===== src/rtl/vga_pkg.sv =====
// Shared constants and bit-select helper for the packed binary-pixel read path.
package vga_pkg;
    localparam int PIX_PER_FRAME_DEF = 640 * 480;
    localparam int PACK_W            = 8;
    localparam int PHASE_W           = 3;
    localparam int FRAME_CNT_W       = 19;

    // Bit 0 is the oldest pixel written by the capture-side packer.
    function automatic logic sel_bit(input logic [PACK_W-1:0] b,
                                     input logic [PHASE_W-1:0] idx,
                                     input bit                 lsb_first);
        return lsb_first ? b[idx] : b[PHASE_W'(PACK_W-1) - idx];
    endfunction
endpackage


===== src/rtl/bit_unpack_slot.sv =====
// Current-byte slot: holds the byte being shifted out and its bit phase.
import vga_pkg::*;

module bit_unpack_slot #(
    parameter int LSB_FIRST = 1
) (
    input  logic               clk,
    input  logic               rst_n,
    input  logic               load,
    input  logic [PACK_W-1:0]  load_byte,
    input  logic               load_skip,
    input  logic               clear,
    input  logic               advance,
    output logic               cur_valid,
    output logic [PHASE_W-1:0] cnt,
    output logic               last,
    output logic               bit_out
);
    logic [PACK_W-1:0] cur;

    // load_skip: the first bit of load_byte was already emitted by the caller.
    always_ff @(posedge clk) begin
        if (!rst_n) begin
            cur       <= '0;
            cur_valid <= 1'b0;
            cnt       <= '0;
        end else if (load) begin
            cur       <= load_byte;
            cur_valid <= 1'b1;
            cnt       <= load_skip ? PHASE_W'(1) : PHASE_W'(0);
        end else if (clear) begin
            cur_valid <= 1'b0;
            cnt       <= '0;
        end else if (advance) begin
            cnt <= cnt + 1'b1;
            if (last) cur_valid <= 1'b0;
        end
    end

    assign last    = (cnt == PHASE_W'(PACK_W-1));
    assign bit_out = sel_bit(cur, cnt, LSB_FIRST != 0);
endmodule


===== src/rtl/vga_bitmap_unpacker.sv =====
// Expands 8:1 packed binary pixels from the SDRAM read FIFO into one VGA pixel per request.
import vga_pkg::*;

module vga_bitmap_unpacker #(
    parameter int PIX_W         = 10,
    parameter int PIX_PER_FRAME = PIX_PER_FRAME_DEF,
    parameter int LSB_FIRST     = 1
) (
    input  logic             iCLK,
    input  logic             iRST_N,
    input  logic             iRequest,
    input  logic             iFrame_Start,
    output logic             oRD,
    input  logic [15:0]      iRD_DATA,
    output logic [PIX_W-1:0] oPixel,
    output logic             oPix_Valid,
    output logic             oFrame_Done,
    output logic             oUnderrun,
    output logic             oSync_Err
);
    logic [PACK_W-1:0]      nxt;
    logic                   nxt_valid, pending;
    logic [FRAME_CNT_W-1:0] pix_cnt, pix_base;
    logic                   cur_valid, last, cur_bit;
    logic [PHASE_W-1:0]     cnt;
    logic                   discard, cv_eff, serve_cur, serve_nxt, nxt_take;
    logic                   under_ev, pix_bit, frame_end;
    logic                   unused_hi;

    assign unused_hi = ^iRD_DATA[15:PACK_W];

    always_comb begin
        discard   = iFrame_Start && (cnt != '0);
        cv_eff    = cur_valid && !discard;
        serve_cur = iRequest && cv_eff;
        // A realignment request is answered straight from the prefetched byte.
        serve_nxt = iRequest && discard && nxt_valid;
        nxt_take  = nxt_valid && (!cv_eff || (serve_cur && last));
        under_ev  = iRequest && !serve_cur && !serve_nxt;
        pix_bit   = 1'b0;
        if (serve_cur)      pix_bit = cur_bit;
        else if (serve_nxt) pix_bit = sel_bit(nxt, PHASE_W'(0), LSB_FIRST != 0);
        pix_base  = iFrame_Start ? '0 : pix_cnt;
        frame_end = iRequest && (pix_base == FRAME_CNT_W'(PIX_PER_FRAME-1));
        // Looks ahead at the slot being freed this cycle so refill starts immediately.
        oRD       = iRST_N && !pending && (!nxt_valid || nxt_take);
    end

    bit_unpack_slot #(.LSB_FIRST(LSB_FIRST)) u_slot (
        .clk       (iCLK),
        .rst_n     (iRST_N),
        .load      (nxt_take),
        .load_byte (nxt),
        .load_skip (serve_nxt),
        .clear     (discard),
        .advance   (serve_cur),
        .cur_valid (cur_valid),
        .cnt       (cnt),
        .last      (last),
        .bit_out   (cur_bit)
    );

    always_ff @(posedge iCLK) begin
        if (!iRST_N) begin
            nxt         <= '0;
            nxt_valid   <= 1'b0;
            pending     <= 1'b0;
            pix_cnt     <= '0;
            oPixel      <= '0;
            oPix_Valid  <= 1'b0;
            oFrame_Done <= 1'b0;
            oUnderrun   <= 1'b0;
            oSync_Err   <= 1'b0;
        end else begin
            pending <= oRD;
            if (nxt_take) nxt_valid <= 1'b0;
            if (pending) begin
                nxt       <= iRD_DATA[PACK_W-1:0];
                nxt_valid <= 1'b1;
            end
            if (iRequest) pix_cnt <= frame_end ? '0 : pix_base + 1'b1;
            else          pix_cnt <= pix_base;
            oPix_Valid  <= iRequest;
            oPixel      <= {PIX_W{pix_bit}};
            oFrame_Done <= frame_end;
            if (under_ev) oUnderrun <= 1'b1;
            if (iFrame_Start && (pix_cnt != '0)) oSync_Err <= 1'b1;
        end
    end
endmodule


===== config.mk =====
export PLATFORM = sky130hd
export DESIGN_NAME = vga_bitmap_unpacker
export DESIGN_NICKNAME = d
export VERILOG_FILES = /design/src/rtl/vga_pkg.sv /design/src/rtl/bit_unpack_slot.sv /design/src/rtl/vga_bitmap_unpacker.sv
export SDC_FILE = /design/constraint.sdc
export NUM_CORES = 1
export LEC_CHECK = 0
export ABC_CLOCK_PERIOD_IN_PS = 4300
export BUFFER_PORTS_ARGS = -buffer_cell sky130_fd_sc_hd__buf_2
export CAP_MARGIN = 20
export CORE_ASPECT_RATIO = 1.1
export CORE_UTILIZATION = 60
export CTS_BUF_LIST = sky130_fd_sc_hd__clkbuf_4 sky130_fd_sc_hd__clkbuf_8
export DETAILED_ROUTE_END_ITERATION = 8
export HOLD_SLACK_MARGIN = 0.03
export PLACE_DENSITY = 0.84
export SLEW_MARGIN = 20
export SYNTH_ARGS = -nofsm -noshare
export SYNTH_HDL_FRONTEND = slang
export SYNTH_SLANG_ARGS = --single-unit

===== constraint.sdc =====
create_clock -name iCLK -period 4.3 [get_ports iCLK]
set_clock_uncertainty 0.15 [all_clocks]
set_input_delay 0.86 -clock iCLK [delete_from_list [all_inputs] [get_ports iCLK]]
set_output_delay 0.86 -clock iCLK [all_outputs]
set_load 0.01 [all_outputs]

# After elaboration in Yosys (flattened, before gate mapping)
# Cells that the tools add are included.
# classes
magnitude_cmp	1
reduce_logical	27
n_addsub	2
eq_ne	2
n_mux	17
# ops
operator	n
two-way mux 19 bit	3
adder 19 x 1 -> 19 bit, second input constant	1
== test 19 bit, second input constant	1
nonzero test 19 bit	1
logical AND 1 bit	13
two-way mux 1 bit	10
two-way mux 3 bit	3
nonzero test 3 bit	3
zero test 1 bit	6
less-than comparator 3 x 4 -> 1 bit, second input constant	1
adder 3 x 1 -> 3 bit, second input constant	1
binary-select mux 1 bit (select 3 bit)	1
== test 3 bit, second input constant	1
logical OR 1 bit	2
AND reduction 2 bit	1
nonzero test 2 bit	1
# word_totals
output_inout_bits	15
regBits	46
inputBits	20

# Logic depth before layout (Yosys ltp)
# Gate-level depths: netlist of run 1.
# depth
word_depth	10
ltp_mapped	9
mapped_depth_nobuf	6

# Hierarchy
# From an unflattened synthesis of run 1, not the netlist that was laid out.
# hier_totals
cells_unflattened	238
area_unflattened_um2	2219.6
# by_module_without_submodules
module	cells_each	seq_area_each_um2	instances	area_each_um2
vga_bitmap_unpacker	191	680.7	1	1675.4
bit_unpack_slot	47	240.2	1	544.3

# Worst setup path after synthesis of run 1
# No wires, ideal clock.
# synth_timing
path_kind	in2reg
startpoint	input port iFrame_Start
endpoint	register pix_cnt[18]
t_arrival_ps	2745
path_stages	9
setup_time_ps	117
path_buffers	3
t_required_ps	4033
slack_ps	1288
cell_sequence	buf_6 clkbuf_1 nor2b_1 ha_1 nand2_1 or4_4 buf_6 a211o_1 a32o_1
# synth_via
elab_chain_len	5
elab_cells_between_ends	6
# synth_lines
element	line	source
start, declared	vga_bitmap_unpacker.sv:12	input logic iFrame_Start,
two-way mux 19 bit *	vga_bitmap_unpacker.sv:43	pix_base = iFrame_Start ? '0 : pix_cnt;
parallel branches: the longest is 3 deep, another holds adder 19 x 1 -> 19 bit	-	
two-way mux 19 bit *	vga_bitmap_unpacker.sv:81	if (iRequest) pix_cnt <= frame_end ? '0 : pix_base + 1'b1;
end signal, assigned	vga_bitmap_unpacker.sv:81	
end signal, assigned	vga_bitmap_unpacker.sv:82	else pix_cnt <= pix_base;
end, declared	vga_bitmap_unpacker.sv:23	logic [FRAME_CNT_W-1:0] pix_cnt, pix_base;
# Every way passes the cells marked *.
# A chain may end at the register's enable or synchronous reset.

# Worst setup path after layout of run 1
# layout_timing
startpoint	register u_slot.cnt[0]
endpoint	output port oRD
# layout_via
elab_chain_len	10
elab_cells_between_ends	12
# layout_lines
element	line	source
start, declared	bit_unpack_slot.sv:15	output logic [PHASE_W-1:0] cnt,
start signal, assigned	bit_unpack_slot.sv:30	cnt <= load_skip ? PHASE_W'(1) : PHASE_W'(0);
start signal, assigned	bit_unpack_slot.sv:35	cnt <= cnt + 1'b1;
nonzero test 3 bit	vga_bitmap_unpacker.sv:33	discard = iFrame_Start && (cnt != '0);
logical AND 1 bit	vga_bitmap_unpacker.sv:33	
zero test 1 bit	vga_bitmap_unpacker.sv:34	cv_eff = cur_valid && !discard;
logical AND 1 bit	vga_bitmap_unpacker.sv:34	
logical AND 1 bit	vga_bitmap_unpacker.sv:35	serve_cur = iRequest && cv_eff;
logical AND 1 bit	vga_bitmap_unpacker.sv:38	nxt_take = nxt_valid && (!cv_eff || (serve_cur && last));
logical OR 1 bit *	vga_bitmap_unpacker.sv:38	
logical AND 1 bit *	vga_bitmap_unpacker.sv:38	
logical OR 1 bit *	vga_bitmap_unpacker.sv:46	oRD = iRST_N && !pending && (!nxt_valid || nxt_take);
logical AND 1 bit *	vga_bitmap_unpacker.sv:46	
end, declared	vga_bitmap_unpacker.sv:13	output logic oRD,
# Mark *: on every way between the ends. The rest lies on a longest branch, timed or not.

==> results of run 1 <==
## synth_stat cells (2+ instances only)
master	n
nand2b_1	2
mux4_2	2
nand3b_1	2
buf_6	2
o211ai_1	2
a21oi_1	20
dfxtp_1	46
ha_1	4
o31ai_1	5
clkbuf_1	8
nor2b_1	3
nor3_1	8
or4_1	6
inv_1	10
nand3_1	13
o21ai_0	10
buf_4	9
xnor2_1	7
nor2_1	23
nand4_1	5
o31ai_2	2
nand2_1	15
mux2i_1	11
nor4_1	8
or3_1	3
and2_1	3
a32o_1	2
## area by class of cell
class	count	area, sq um	share of cell area [%]
Inverter	11	41.3	1.75
Clock buffer	5	37.5	1.59
Clock inverter	3	40.0	1.69
Sequential cell	46	921	39.0
Timing Repair Buffer	28	145	6.14
Multi-Input combinational cell	171	1120	47.3
Tap cell	48	60.1	2.54
## kinds of logic after synthesis
| group | after synthesis | share of synthesized area (%) |
|---|---|---|
| multiplexers | 14 | 7.53 |
| adder cells (fa/ha/maj) | 4 | 2.27 |
| AND/OR/NAND/NOR | 94 | 22.5 |
| XOR/XNOR | 8 | 3.17 |
| AO/OA/AOI/OAI | 51 | 15.1 |
| buffers and inverters | 32 | 7.70 |
| flip-flops | 46 | 41.7 |
## per-stage QoR
| stage | worst slack [ns] | utilization [%] | area [sq um] |
|---|---|---|---|
| finish | 1.10 | 69.2 | 2360 |
| global route | 0.952 | 69.2 | 2360 |
| CTS | 1.07 | 69.2 | 2360 |
| detailed placement | 0.987 | 67.0 | 2290 |
| global placement | 1.03 | 67.0 | 2290 |
| floorplan | 1.29 | - | 2210 |
## state kept, by name, indices dropped and copies added, names as in the netlist
register / flops
oFrame_Done: 1
u_slot.cnt: 3
oSync_Err: 1
oPixel: 1
oPix_Valid: 1
oUnderrun: 1
pix_cnt: 19
nxt_valid: 1
u_slot.cur: 8
pending: 1
nxt: 8
u_slot.cur_valid: 1
## power breakdown
| group | total, mW | internal, mW | switching, mW |
|---|---|---|---|
| registers | 0.451 | 0.438 | 0.0134 |
| clock network | 0.261 | 0.120 | 0.141 |
| logic | 0.0599 | 0.0256 | 0.0344 |
| total | 0.773 | 0.584 | 0.189 |
## routing by layer
layer,up-vias,wire (um),global-route usage (%)
li1,919,-,-
met1,837,2090,34.6
met2,55,1990,36.1
met3,4,263,6.50
met4,0,81,11.6
met5,-,0,0
## how the worst max path moves through the flow
| stage | start | to | slack (ns) | cells past startpoint |
|---|---|---|---|---|
| 2_1_floorplan | iFrame_Start | pix_cnt[18] | 1.29 | 9 |
| 3_3_place_gp | iFrame_Start | pix_cnt[3] | 1.03 | 7 |
| 3_5_place_dp | iFrame_Start | pix_cnt[1] | 0.99 | 7 |
| 4_1_cts | u_slot.cnt[0] | oRD | 1.07 | 7 |
| 5_1_grt | u_slot.cnt[0] | oRD | 0.95 | 8 |
| 6_report | u_slot.cnt[0] | oRD | 1.10 | 7 |
==> impl_results.md, run 1 <==
* Total die area at 3930 sq um
* Vias at 1815
* Main synth FF type: dfxtp_1
* CTS Sinks at 46
* Hold Path Class: reg -> reg
* Post-synth top area cell: dfxtp_1
* Async SR Flop Fraction at 0%
* Max-slew violations at 0
* Rows at 22
* Post-Syn Area per Cell at 8.87 sq um
* Fill count at 311
* Finish-stage setup viols at 0
* Minimum clock period at 3.20 ns
* Worst setup path class: reg -> out
* Number of global-route vias before repair at 1575
* Max stage delay cell, worst path: dfxtp_1
* Max rail drop VDD at 0.280 mV
* Slew @ Worst Pin at 0.742 ns
* Period utilisation layout at 74.4%
* Post-CTS Setup Bufs at 0
* PortBufs at 26
* R2R depth at 6
* Nature of the critical path endpoint: primary output
* Crit path arrival time at 2.19 ns
* First-pass GRT wire length at 7.29 mm
* Initial antenna violation count at 0
* Top-Level Pins at 35
* Tot GR Track Use at 25.1%
* Setup slack, reg-to-reg at 1.61 ns
* Antenna fix cells at 0
* Routability cong. at 0.792
* RSZ-0062 raised after global routing: no
* Largest net degree at the start of global routing at 27
* Cell family with most CP delay: adder cells
* Cts repair resizes at 0
* Via density at 5.82
* Tot Pwr at 0.773 mW
* Sequential share of the synthesized area at 41.7%
* Reg2reg end: pix_cnt[10]
* Mapped cell area at 2210 sq um
* CTS Root Cell: clkbuf_4
* Synth warn at 0
* Hold Startpoint: oSync_Err
* Final hold slack at 0.323 ns
* Core footprint at 3410 sq um
* Clock buffer depth at 2
* Fraction of layout cells with a size suffix above 1 at 16.7%
* Synth top area share at 41.7%
* Hold-fix buffer count after cts at 0
* Cell variety after synth at 45
* Setup TNS at 0 ns
* CTS tree: done
* Final std cells w/o fill at 312
* H-Tree Depth at 2
* Cell Chain, Critical Path: ha_1, ha_1, a221oi_1, buf_4, a21oi_1, and2_1, buf_2
* Pleak at 0.877 nW
* Max-Cap Viols at 0
* Congestion Overflow GR at 0
* Worst EP required at 3.29 ns
* Area grow syn2layout at 6.97%
* Synthesized Nets at 273
* Crit start category: flop
* Commonest non-fill, non-tap cell in the layout: dfxtp_1
* Hold Fails Final Rpt at 0
* Worst Hold Path EP: oSync_Err
* Fmax at 313 MHz
* Dpl cells at 304
* Post-route DRC at 0
* DP HPWL at 2.97 mm
* 1st-pass router iterations at 4
* Power Density at 327 nW/um^2
* Clock latency at the later pin of the worst-skew pair at 0.37 ns
* CP bufs+invs at 2
* #FFs+latches synth at 46
* Mapped Cells at 249
* Avg WL per Cell at 14.2 um
* Die width at 59.9 um
* Chip height at 65.6 um
* Post-route ant nets at 0
* NumNets Final at 287
* Initial core utilization at 64.7%
* Worst path max stage delay at 0.42 ns
* Synth area leaders: dfxtp_1 (42%), mux2i_1 (5.0%), a21oi_1 (4.5%), nor2_1 (3.9%), buf_4 (3.1%)
* Clock buffer count from CTS at 5
* Number of flops mapped to enable cells by yosys at 0
* DR iter-0 viols at 97
* CP Max Fanout at 10
* Slew HR at 50.3%
* Most frequent cells in the layout: dfxtp_1 (46), buf_2 (26), nor2_1 (23)
* Clock-pin slew on the worst setup and hold paths at 0.13 ns
* Drt total wl at 4.43 mm
* R2R Path Start: pix_cnt[0]
* Worst Hold Depth at 1
* Cell mode on critical path: ha_1
* Status: completed
(Power assumes the default switching activity.)
==> run 2, diff against run 1 <==
--- a/config.mk
+++ b/config.mk
@@ -5,15 +5,15 @@
 export SDC_FILE = /design/constraint.sdc
 export NUM_CORES = 1
 export LEC_CHECK = 0
-export ABC_CLOCK_PERIOD_IN_PS = 4300
+export ABC_CLOCK_PERIOD_IN_PS = 3300
 export BUFFER_PORTS_ARGS = -buffer_cell sky130_fd_sc_hd__buf_2
 export CAP_MARGIN = 20
 export CORE_ASPECT_RATIO = 1.1
-export CORE_UTILIZATION = 60
+export CORE_UTILIZATION = 58
 export CTS_BUF_LIST = sky130_fd_sc_hd__clkbuf_4 sky130_fd_sc_hd__clkbuf_8
 export DETAILED_ROUTE_END_ITERATION = 8
 export HOLD_SLACK_MARGIN = 0.03
-export PLACE_DENSITY = 0.84
+export PLACE_DENSITY = 0.81
 export SLEW_MARGIN = 20
 export SYNTH_ARGS = -nofsm -noshare
 export SYNTH_HDL_FRONTEND = slang
==> constraint.sdc (replaced) <==
create_clock -name iCLK -period 3.3 [get_ports iCLK]
set_clock_uncertainty 0.15 [all_clocks]
set_input_delay 0.66 -clock iCLK [delete_from_list [all_inputs] [get_ports iCLK]]
set_output_delay 0.66 -clock iCLK [all_outputs]
set_load 0.01 [all_outputs]
==> impl_results.md, run 2 (synthesis gave the netlist of run 1 again) <==
* Status: completed
* Largest net degree at the start of global routing at 26 (-3.7%)
* NumNets Final at 291 (+1.4%)
* Via density at 5.88 (+1.0%)
* Worst path max stage delay at 0.51 ns (+0.09 ns)
* Die width at 60.9 um (+1.7%)
* Area grow syn2layout at 9.23%
* Max-slew violations at 0 (unchanged)
* Switching share of power at 24.7% (+0.31 points)
* Final core occ at 66.0% (-3.2 points)
* PortBufs at 26 (unchanged)
* Antenna fix cells at 0 (unchanged)
* Chip height at 66.7 um (+1.7%)
* Hold Fails Final Rpt at 0 (unchanged)
* Nature of the critical path endpoint: primary output
* Power Density at 426 nW/um^2 (+30%)
* Worst Setup SP: u_slot.cnt[0]
* Worst setup path class: reg -> out
* Initial core utilization at 60.5% (-4.3 points)
* Vias at 1869 (+3.0%)
* Slew @ Worst Pin at 0.527 ns (-0.215 ns)
* CTS tree: done
* Commonest non-fill, non-tap cell in the layout: dfxtp_1
* Setup slack, reg-to-reg at 0.82 ns (-0.79 ns)
* CP endpoint: oRD
* Congestion Overflow GR at 0 (unchanged)
* Pleak at 0.897 nW (+2.3%)
* Period utilisation layout at 88.4%
* Tot GR Track Use at 23.4% (-1.7 points)
* P_sw at 0.254 mW (+35%)
* Number of global-route vias before repair at 1605 (+1.9%)
* Routability cong. at 0.839 (+5.9%)
* Crit start category: flop
* R2R depth at 7 (+1)
* Hold-fix buffer count after cts at 0 (unchanged)
* DR iter-0 viols at 72 (-26%)
* Most flop-heavy register: pix_cnt
* Fraction of layout cells with a size suffix above 1 at 17.9% (+1.2 points)
* Final std cells w/o fill at 318 (+1.9%)
* CTS Sinks at 46 (unchanged)
* CTS Root Cell: clkbuf_8
* Cell Chain, Critical Path: inv_1, ha_1, nand2b_1, a221oi_1, buf_4, a21oi_1, and2_1, buf_2
* Max reg flops at 19 (unchanged)
* Max rail drop VDD at 0.272 mV (-2.7%)
* Minimum clock period at 2.92 ns
* Drt total wl at 4.31 mm (-2.6%)
* Setup TNS at 0 ns (unchanged)
* Post-CTS Setup Bufs at 0 (unchanged)
* R2R Path Start: pix_cnt[0]
* Initial antenna violation count at 0 (unchanged)
* Most frequent cells in the layout: dfxtp_1 (46), buf_2 (26), nor2_1 (23)
* Avg WL per Cell at 13.6 um (-4.4%)
* Reg2reg end: pix_cnt[7]
* 1st-pass router iterations at 4 (unchanged)
* Rows at 23 (+4.5%)
* First-pass GRT wire length at 7.04 mm (-3.4%)
* Pint at 0.774 mW (+33%)
* Post-route ant nets at 0 (unchanged)
* Crit path arrival time at 2.11 ns (-0.08 ns)
* Largest registers: pix_cnt (19), nxt (8), u_slot.cur (8)
* H-Tree Depth at 2 (unchanged)
* Comb pwr share at 7.9% (about the same)
* Seq pwr share at 57.1% (-1.3 points)
* Core footprint at 3650 sq um (+7.1%)
* Top-Level Pins at 35 (unchanged)
* Clk pwr share at 35.1% (+1.3 points)
* Cts repair resizes at 0 (unchanged)
* Post-route DRC at 0 (unchanged)
* Max-Cap Viols at 0 (unchanged)
* Clock-pin slew on the worst setup and hold paths at 0.09 ns (-0.04 ns)
* Clock latency at the later pin of the worst-skew pair at 0.30 ns (-0.07 ns)
* CP Max Fanout at 10 (unchanged)
* Dpl cells at 310 (+2.0%)
* Max stage delay cell, worst path: dfxtp_1
* Total die area at 4060 sq um (+3.3%)
* RSZ-0062 raised after global routing: no
* Hold Path Class: reg -> reg
* DP HPWL at 2.97 mm (-0.24%)
* Clock buffer count from CTS at 5 (unchanged)
* Fmax at 343 MHz
* Worst EP required at 2.49 ns (-0.80 ns)
* Clock buffer depth at 2 (unchanged)
* Finish-stage setup viols at 0 (unchanged)
* Slew HR at 64.8% (+15 points)
* Final hold slack at 0.318 ns (-0.00547 ns)
==> run 2: cell count changes in the layout (fill, tap and decap cells not counted) <==
cell / before / now
bufinv_16: 1 / 0
clkbuf_8: 0 / 6
clkbuf_4: 5 / 0
buf_4: 2 / 6
clkinv_2: 2 / 1
clkinvlp_4: 0 / 1
==> run 2: cell type report <==
type	instances	area (sq um)
Fill cell	320	1240
Multi-Input combinational cell	171	1120
Sequential cell	46	921
Timing Repair Buffer	32	175
Clock buffer	6	82.6
Tap cell	50	62.6
Inverter	11	41.3
Clock inverter	2	12.5
==> run 2: per-layer routing <==
| metal | share of wire (%) | global-route usage (%) | vias to the layer above |
|---|---|---|---|
| li1 | - | - | 929 |
| met1 | 46 | 32.3 | 880 |
| met2 | 48 | 35.3 | 55 |
| met3 | 4.6 | 4.08 | 5 |
| met4 | 1.3 | 10.2 | 0 |
| met5 | 0 | 0 | - |
==> run 2: how the worst min path moves through the flow <==
| stage | from | to | slack (ns) | depth (start not counted) |
|---|---|---|---|---|
| 5_1_grt | oSync_Err | oSync_Err | 0.34 | 1 |
| 4_1_cts | oSync_Err | oSync_Err | 0.32 | 1 |
| 2_1_floorplan | nxt[1] | u_slot.cur[1] | 0.29 | 2 |
| 6_report | nxt[6] | u_slot.cur[6] | 0.32 | 2 |
| 3_3_place_gp | oSync_Err | oSync_Err | 0.29 | 1 |
| 3_5_place_dp | oSync_Err | oSync_Err | 0.30 | 1 |
==> run 2: metrics by stage <==
stage | instance area [sq um] | setup slack (ns) | total power [mW]
2_1_floorplan | 2210 | 0.488 | 0.653
3_3_place_gp | 2320 | 0.442 | 0.678
3_5_place_dp | 2320 | 0.434 | 0.680
4_1_cts | 2410 | 0.369 | 1.03
5_1_grt | 2410 | 0.128 | 1.07
6_report | 2410 | 0.381 | 1.03
==> run 2: critical path: cells and delay by family, from the launching register on <==
| family | cells | cell delay [ns] |
|---|---|---|
| compound gates | 2 | 0.32 |
| simple gates | 2 | 0.37 |
| flops | 1 | 0.51 |
| buf+inv | 3 | 0.39 |
| fa+ha+maj | 1 | 0.21 |
==> run 2: power groups by stage <==
stage          registers, mW  clock network, mW  logic (mW)
6_report               0.587              0.361      0.0808
3_3_place_gp           0.600                  0      0.0784
2_1_floorplan          0.592                  0      0.0602
4_1_cts                0.587              0.366      0.0809
5_1_grt                0.590              0.393      0.0894
3_5_place_dp           0.600                  0      0.0802
==> run 3, diff against run 2 <==
--- a/config.mk
+++ b/config.mk
@@ -6,7 +6,7 @@
 export NUM_CORES = 1
 export LEC_CHECK = 0
 export ABC_CLOCK_PERIOD_IN_PS = 3300
-export BUFFER_PORTS_ARGS = -buffer_cell sky130_fd_sc_hd__buf_2
+export BUFFER_PORTS_ARGS = -buffer_cell sky130_fd_sc_hd__buf_4
 export CAP_MARGIN = 20
 export CORE_ASPECT_RATIO = 1.1
 export CORE_UTILIZATION = 58
==> impl_results.md, run 3 (synthesis gave the netlist of run 1 again) <==
* DP HPWL at 3.00 mm (+1.2%)
* Max reg flops at 19 (unchanged)
* Period utilisation layout at 90.1% (+1.7 points)
* Routability cong. at 0.861 (+2.6%)
* CP Max Fanout at 10 (unchanged)
* Finish-stage setup viols at 0 (unchanged)
* Top-Level Pins at 35 (unchanged)
* Setup slack, reg-to-reg at 0.84 ns (+0.02 ns)
* Pint at 0.933 mW (+21%)
* Antenna fix cells at 0 (unchanged)
* 1st-pass router iterations at 5 (+1)
* Core footprint at 3650 sq um (unchanged)
* Slew @ Worst Pin at 0.671 ns (+0.144 ns)
* Max rail drop VDD at 0.364 mV (+34%)
* Clock buffer depth at 2 (unchanged)
* Power Density at 474 nW/um^2 (+11%)
* Final std cell area, no fill at 2510 sq um (+4.0%)
* Clock buffer count from CTS at 5 (unchanged)
* R2R depth at 6 (-1)
* PortBufs at 26 (unchanged)
* Tot GR Track Use at 25.1% (+1.7 points)
* Max-slew violations at 0 (unchanged)
* Total die area at 4060 sq um (unchanged)
* R2R Path Start: pix_cnt[0]
* Via density at 5.72 (-2.8%)
* Crit path arrival time at 2.16 ns (+0.05 ns)
* Switching share of power at 21.6% (-3.2 points)
* Clock latency at the later pin of the worst-skew pair at 0.31 ns (about the same)
* CTS Sinks at 46 (unchanged)
* Congestion Overflow GR at 0 (unchanged)
* Seq pwr share at 49.4% (-7.7 points)
* CTS tree: done
* Pre-CTS WS at 0.427 ns (-0.00706 ns)
* NumNets Final at 289 (-0.69%)
* Post-route DRC at 0 (unchanged)
* Worst Hold Path EP: oSync_Err
* Number of global-route vias before repair at 1681 (+4.7%)
* Hold Fails Final Rpt at 0 (unchanged)
* RSZ-0062 raised after global routing: no
* Most frequent cells in the layout: dfxtp_1 (46), buf_4 (30), nor2_1 (23)
* Hold-fix buffer count after cts at 0 (unchanged)
* P_sw at 0.256 mW (+0.91%)
* Clock-pin slew on the worst setup and hold paths at 0.09 ns (about the same)
* Largest registers: pix_cnt (19), nxt (8), u_slot.cur (8)
* Nature of the critical path endpoint: primary output
* Commonest non-fill, non-tap cell in the layout: dfxtp_1
* Slew HR at 55.1% (-9.7 points)
* CTS Root Cell: clkbuf_8
* Multi-input gate area at 1120 sq um (unchanged)
* Post-CTS Setup Bufs at 0 (unchanged)
* Vias at 1806 (-3.4%)
* Final worst slack at 0.325 ns (-0.0558 ns)
* Hold Path Class: reg -> reg
* Fill count at 304 (-5.0%)
* DR iter-0 viols at 71 (-1.4%)
* Largest net degree at the start of global routing at 26 (unchanged)
* Worst Hold Depth at 1 (-1)
* Minimum clock period at 2.97 ns (+0.0558 ns)
* Chip height at 66.7 um (unchanged)
* Die width at 60.9 um (unchanged)
* Final core occ at 68.7% (+2.7 points)
* Post-route ant nets at 0 (unchanged)
* Fmax at 336 MHz (-1.9%)
* Max-Cap Viols at 0 (unchanged)
* Initial antenna violation count at 0 (unchanged)
* Setup TNS at 0 ns (unchanged)
* Drt total wl at 4.45 mm (+3.1%)
* Clk pwr share at 43.4% (+8.3 points)
* Status: completed
* Reg2reg end: pix_cnt[16]
* Pleak at 0.922 nW (+2.8%)
* Crit start category: flop
* Worst setup path class: reg -> out
* Comb pwr share at 7.2% (-0.7 points)
* Fraction of layout cells with a size suffix above 1 at 17.3% (-0.62 points)
* H-Tree Depth at 2 (unchanged)
* Hold Startpoint: oSync_Err
* Rows at 23 (unchanged)
* Area grow syn2layout at 13.6%
* Avg WL per Cell at 14.1 um (+3.8%)
* FF+latch area at 921 sq um (unchanged)
* Cts repair resizes at 0 (unchanged)
* Post-Place Cell Area at 2370 sq um (+2.2%)
* First-pass GRT wire length at 7.56 mm (+7.3%)
* Initial core utilization at 60.5% (unchanged)
* Worst EP required at 2.49 ns (about the same)
* Most flop-heavy register: pix_cnt
## run 3: cell type report
type / instances / area share [%]
sequential: 46 / 36.7
tap: 50 / 2.49
clock inverter: 2 / 2.39
inverter: 11 / 1.64
timing repair buffer: 30 / 8.97
multi-input combinational: 171 / 44.5
clock buffer: 6 / 3.29
## run 3: power by group through the flow
stage | combinational [mW] | clock, mW | sequential [mW]
floorplan | 0.0602 | 0 | 0.592
global placement | 0.0834 | 0 | 0.600
detailed placement | 0.0853 | 0 | 0.600
CTS | 0.0859 | 0.520 | 0.587
global route | 0.0950 | 0.542 | 0.590
finish | 0.0858 | 0.516 | 0.588
## run 3: through the flow
stage,std cells,hold WS (ns),power [mW]
after global routing,316,0.348,1.23
after floorplan,249,0.293,0.653
final,316,0.325,1.19
after global placement,308,0.298,0.683
after detailed placement,308,0.310,0.686
after CTS,316,0.324,1.19
## run 3: how the worst max path moves through the flow
stage	depth (start not counted)	slack, ns	startpoint	to
after floorplan	9	0.49	iFrame_Start	pix_cnt[18]
after detailed placement	7	0.43	iFrame_Start	pix_cnt[16]
after CTS	7	0.32	u_slot.cnt[0]	oRD
after global routing	8	0.18	u_slot.cnt[0]	oRD
after global placement	7	0.46	iFrame_Start	pix_cnt[16]
final	7	0.33	u_slot.cnt[0]	oRD
## run 3: routing by layer
metal	wire [um]	part of all wire, %	vias up	global-route usage [%]
li1	-	-	926	-
met1	2130	48	836	32.4
met2	2080	47	38	40.0
met3	165	3.7	6	6.60
met4	68	1.5	0	8.81
met5	0	0	-	0
## run 3: critical path, cell delays in order, from the launching register on
cell	delay [ns]
dfxtp_1	0.41
ha_1	0.24
ha_1	0.21
a221oi_1	0.33
buf_4	0.21
a21oi_1	0.10
and2_1	0.22
buf_4	0.14
